`src/rtl/fetch_prefetch_unit.sv`:
```
// Instruction-fetch stage: drives a 1-cycle-latency instruction memory, buffers
// returned words in a small prefetch queue and hands {instruction, pc} to decode.
module fetch_prefetch_unit #(
  parameter int          DEPTH       = 4,
  parameter logic [7:0]  RESET_PC    = 8'h00,
  parameter logic [3:0]  HALT_OPCODE = 4'hF,
  localparam int         LW          = $clog2(DEPTH + 1)
) (
  input  logic          clk,
  input  logic          reset,
  input  logic          stall,
  input  logic          redirect,
  input  logic [7:0]    redirect_pc,
  output logic          imem_req,
  output logic [7:0]    imem_addr,
  input  logic [15:0]   imem_rdata,
  output logic [15:0]   instruction,
  output logic [7:0]    pc_out,
  output logic          valid,
  output logic          update,
  output logic          halt,
  output logic [LW-1:0] queue_level
);

  localparam int PW = $clog2(DEPTH);

  logic [7:0]    fetch_pc_q, fetch_pc_d;
  logic          inflight_q, inflight_d;
  logic [7:0]    inflight_pc_q, inflight_pc_d;
  logic [PW-1:0] head_q, head_d, tail_q, tail_d;
  logic [LW-1:0] level_q, level_d;
  logic [15:0]   instr_q, instr_d;
  logic [7:0]    pc_out_q, pc_out_d;
  logic          valid_q, valid_d;
  logic          update_q, update_d;
  logic          halt_q, halt_d;
  logic          push, pop;
  logic [23:0]   entries_q [DEPTH];
  logic [LW:0]   occupancy;

  // Outstanding request counts against queue space so a response always has a slot.
  assign occupancy = {1'b0, level_q} + {{LW{1'b0}}, inflight_q};
  assign imem_req  = !halt_q && !redirect && (occupancy < (LW+1)'(DEPTH));
  assign imem_addr = fetch_pc_q;

  // Decode handshake: valid marks a real instruction; stall with valid=1 holds
  // instruction/pc_out/valid; a new word is loaded when !valid || !stall.
  always_comb begin
    fetch_pc_d    = fetch_pc_q;
    inflight_d    = inflight_q;
    inflight_pc_d = inflight_pc_q;
    head_d        = head_q;
    tail_d        = tail_q;
    level_d       = level_q;
    instr_d       = instr_q;
    pc_out_d      = pc_out_q;
    valid_d       = valid_q;
    update_d      = 1'b0;
    halt_d        = halt_q;
    push          = 1'b0;
    pop           = 1'b0;
    if (halt_q) begin
      head_d     = '0;
      tail_d     = '0;
      level_d    = '0;
      inflight_d = 1'b0;
    end else if (redirect) begin
      head_d     = '0;
      tail_d     = '0;
      level_d    = '0;
      inflight_d = 1'b0;
      valid_d    = 1'b0;
      fetch_pc_d = redirect_pc;
    end else begin
      push       = inflight_q;
      pop        = (level_q != '0) && (!valid_q || !stall);
      inflight_d = imem_req;
      if (imem_req) begin
        fetch_pc_d    = fetch_pc_q + 8'd1;
        inflight_pc_d = fetch_pc_q;
      end
      if (push) tail_d = tail_q + PW'(1);
      if (pop) begin
        head_d                = head_q + PW'(1);
        {pc_out_d, instr_d}   = entries_q[head_q];
        valid_d               = 1'b1;
        update_d              = 1'b1;
        if (entries_q[head_q][15:12] == HALT_OPCODE) halt_d = 1'b1;
      end else if (!stall) begin
        valid_d = 1'b0;
      end
      case ({push, pop})
        2'b10:   level_d = level_q + LW'(1);
        2'b01:   level_d = level_q - LW'(1);
        default: level_d = level_q;
      endcase
    end
  end

  always_ff @(posedge clk or posedge reset) begin
    if (reset) begin
      fetch_pc_q    <= RESET_PC;
      inflight_q    <= 1'b0;
      inflight_pc_q <= 8'h00;
      head_q        <= '0;
      tail_q        <= '0;
      level_q       <= '0;
      instr_q       <= 16'h0000;
      pc_out_q      <= 8'h00;
      valid_q       <= 1'b0;
      update_q      <= 1'b0;
      halt_q        <= 1'b0;
    end else begin
      fetch_pc_q    <= fetch_pc_d;
      inflight_q    <= inflight_d;
      inflight_pc_q <= inflight_pc_d;
      head_q        <= head_d;
      tail_q        <= tail_d;
      level_q       <= level_d;
      instr_q       <= instr_d;
      pc_out_q      <= pc_out_d;
      valid_q       <= valid_d;
      update_q      <= update_d;
      halt_q        <= halt_d;
    end
  end

  // Each entry carries the address it was fetched from alongside the word.
  always_ff @(posedge clk) begin
    if (push) entries_q[tail_q] <= {inflight_pc_q, imem_rdata};
  end

  assign instruction = instr_q;
  assign pc_out      = pc_out_q;
  assign valid       = valid_q;
  assign update      = update_q;
  assign halt        = halt_q;
  assign queue_level = level_q;

endmodule

```
`config.mk`:
```
export PLATFORM = sky130hd
export DESIGN_NAME = fetch_prefetch_unit
export DESIGN_NICKNAME = d
export VERILOG_FILES = /design/src/rtl/fetch_prefetch_unit.sv
export SDC_FILE = /design/constraint.sdc
export NUM_CORES = 1
export LEC_CHECK = 0
export CORE_MARGIN = 1.5
export CORE_UTILIZATION = 35
export CTS_CLUSTER_DIAMETER = 40
export DETAILED_ROUTE_END_ITERATION = 12
export PLACE_DENSITY = 0.59
export SKIP_LAST_GASP = 1
export SYNTH_ARGS = -nofsm -noshare
export SYNTH_HDL_FRONTEND = slang
export SYNTH_SLANG_ARGS = --single-unit
```
`constraint.sdc`:
```
create_clock -name clk -period 2.9 [get_ports clk]
set_input_delay 0.58 -clock clk [delete_from_list [all_inputs] [get_ports clk]]
set_output_delay 0.58 -clock clk [all_outputs]
set_load 0.05 [all_outputs]
```
==> flow_summary_export.csv <==
group,metric,value,unit
final_layout,diodes,0,
die,initial_core_util,0.360,
detailed_routing,via_count,3033,
synthesis,synth_ff_type,"edfxtp_1",
synthesis,syn_nets,360,
global_route,antenna_found_initial,0,
die,die_height,131,um
synthesis,synth_top_area_cell,"edfxtp_1",
sta,timing.slew.headroom,0.637,
global_route,grt_max_degree,28,
synthesis,yosysWarningCount,0,
detailed_routing,dr.pass1.iters,4,
final_layout,seq_area,0.00416,mm2
placement,placed_cells,605,
setup_path,crit-reg2reg-launch,"queue_level[0]$_DFFE_PP0P_",
die,die_area,0.0172,mm2
clock_network,ctsHoldBuffers,0,
sta,finalHoldViolCount,0,
global_route,overflow,0,
synthesis,synth_common_cells,"96 x edfxtp_1, 51 x dfrtp_1, 31 x nand2_1",
detailed_routing,drtAntennaViolNets,0,
synthesis,synth_top_area_share,0.501,
placement,port_buffers,66,
sta,skew,0.0109,ns
synthesis,synth_xor_area_frac,0.00761,
clock_network,cts.clk_slew.worst_paths,0.05,ns
clock_network,root_buffer,"clkbuf_16",
detailed_routing,drc_errors,0,
setup_path,required,2.32,ns
setup_path,crit_type,"primary input to output port",
placement,gp_congestion,0.748,
min_path,min_path_type,"primary input to asynchronous set/reset pin",
sta,period_share,0.907,
clock_network,cts_resized,0,
synthesis,synth_mux_area_frac,0.148,
clock_network,clock_sinks,147,
synthesis,synth_edf_count,96,
setup_path,cp.arrival,2.05,ns
final_layout,drive_gt1_frac,0.214,
final_layout,num-fill-cells,1434,
outcome,run_status,"finished, final reports clean",
setup_path,worstPathMaxFanout,10,
die,rows,46,
power_and_ir_drop,leakage,2.68,nW
detailed_routing,wl,10400,um
sta,fmax,380,MHz
clock_network,numCtsBuffers,17,
synthesis,synth.area.top_cells,"edfxtp_1 50%, dfrtp_1 22%, mux4_2 8.2%, mux2_2 4.7%, nand2_1 2.0%",
synthesis,synth_top_family_by_area,"multiplexers",
sta,slew_violations,0,
synthesis,synth_cell_types,40,
setup_path,critPathLaunchType,"primary input",
synthesis,async_flop_share,0.347,
detailed_routing,wl_per_cell,16.4,um
power_and_ir_drop,power-per-cell-area,1060,mW/mm2
sta,holdWs,0.495,ns
synthesis,netlist_area,0.00576,mm2
synthesis,syn_inst,325,
placement,hpwlAfterDp,6730,um
clock_network,htree_num_levels,4,
global_route,track_usage,0.131,
synthesis,synth_simple_gate_area_frac,0.0487,
sta,timing.setup.tns,0,ns
synthesis,syn_area_per_cell,17.7,um2
clock_network,cts_setup_buffers,0,
sta,setup_viol,0,
sta,tightest_slew,0.545,ns
synthesis,yosysMostFrequentCell,"edfxtp_1",
synthesis,ys_seq_area_frac,0.722,
final_layout,area_growth,27.0,%
power_and_ir_drop,peakVddDrop,0.690,mV
global_route,grt_pass1_wl,17000,um
synthesis,synth_compound_area_frac,0.0333,
global_route,grt_pass1_vias,3234,
setup_path,crit_start,"redirect",
job,drv_cap,0,
synthesis,synth-adder-area-share,0.0165,
final_layout,nets,443,
sta,grt_setup_unrepaired,"false",
final_layout,final_cells,637,
die,die_w,131,um
synthesis,ys_seq_elements,147,
clock_network,tritoncts,"done",
clock_network,clk_latency,0.41,ns
sta,period_minus_slack,2.63,ns
detailed_routing,viasPerCell,4.76,
detailed_routing,drtIter0Drc,144,
final_layout,multi_input_area,0.00146,mm2
die,num_io_pins,67,
setup_path,endpoint_kind,"output port",
die,core_area,0.0160,mm2
clock_network,clock_path_buffers,2,
-- layer usage --
layer | up-vias | GRT usage | wire [um]
li1 | 1406 | - | -
met1 | 1542 | 0.161 | 4580
met2 | 76 | 0.216 | 5270
met3 | 9 | 0.0455 | 455
met4 | 0 | 0.0475 | 130
met5 | - | 0 | 0
-- layout make-up --
class,instances,area share
Clock buffer,18,0.0587
Clock inverter,14,0.0198
Inverter,8,0.00479
Multi-Input combinational cell,156,0.200
Sequential cell,147,0.569
Tap cell,216,0.0370
Timing Repair Buffer,78,0.111
-- worst max-delay path: stages --
cell	delay [ns]
clkdlybuf4s50_1	0.47
or2_1	0.26
or2_1	0.39
clkinv_4	0.16
buf_12	0.18
-- report_power, final --
group | total, W | switching (W) | internal [W]
Clock | 0.00209 | 0.000759 | 0.00133
Sequential | 0.00308 | 0.000362 | 0.00272
Combinational | 0.00260 | 0.00158 | 0.00103
-- registers in the layout (all words and copies together), names as in the netlist --
name / flops
entries_q: 96
inflight_pc_q: 8
halt: 1
valid: 1
instruction: 16
pc_out: 8
update: 1
head_q: 2
queue_level: 3
inflight_q: 1
imem_addr: 8
tail_q: 2
-- path summary, 6_finish.rpt --
| kind | to | slack (ns) | cells past startpoint |
|---|---|---|---|
| min in group clk | instruction[5]$_DFFE_PP0P_ | 0.50 | 1 |
| setup / recovery | imem_req | 0.27 | 5 |
| hold reg to reg | instruction[5]$_DFFE_PP0P_ | 0.49 | 1 |
| setup reg to reg | queue_level[2]$_DFFE_PP0P_ | 0.61 | 7 |
| max in group asynchronous | head_q[0]$_DFFE_PP0P_ | 1.69 | 3 |
| hold / removal | instruction[7]$_DFFE_PP0P_ | 0.49 | 2 |
-- through the flow --
step | setup WS, ns | total power [W] | instance area [um2] | utilization
finish | 0.270 | 0.00777 | 7310 | 0.457
global route | 0.137 | 0.00816 | 7310 | 0.457
CTS | 0.225 | 0.00788 | 7310 | 0.457
detailed placement | 0.227 | 0.00576 | 6740 | 0.421
global placement | 0.305 | 0.00570 | 6740 | 0.421
floorplan | 0.600 | 0.00487 | 5760 | -
-- cells in the final DEF, fill, tap and decap left out, types with 8 or more instances in the layout --
cell type / Yosys / final
buf_4: 1 / 8
clkbuf_16: 0 / 17
clkdlybuf4s50_1: 0 / 65
dfrtp_1: 51 / 50
edfxtp_1: 96 / 96
mux2_2: 24 / 24
mux4_2: 21 / 21
nand2_1: 31 / 31
nor2_1: 12 / 12
o21ai_0: 11 / 11
-- cell families (layout without fill, tap and decap cells) --
| kind of cell | count (synthesis) | count (layout) |
|---|---|---|
| adders and majority gates | 7 | 7 |
| DFF | 147 | 147 |
| and+or+nand+nor | 63 | 63 |
| muxes | 51 | 51 |
| xor gates and xnor gates | 5 | 5 |
| buffers and inverters | 22 | 118 |
| AOI/OAI and AO/OA | 30 | 30 |
(Power assumes the default switching activity.)
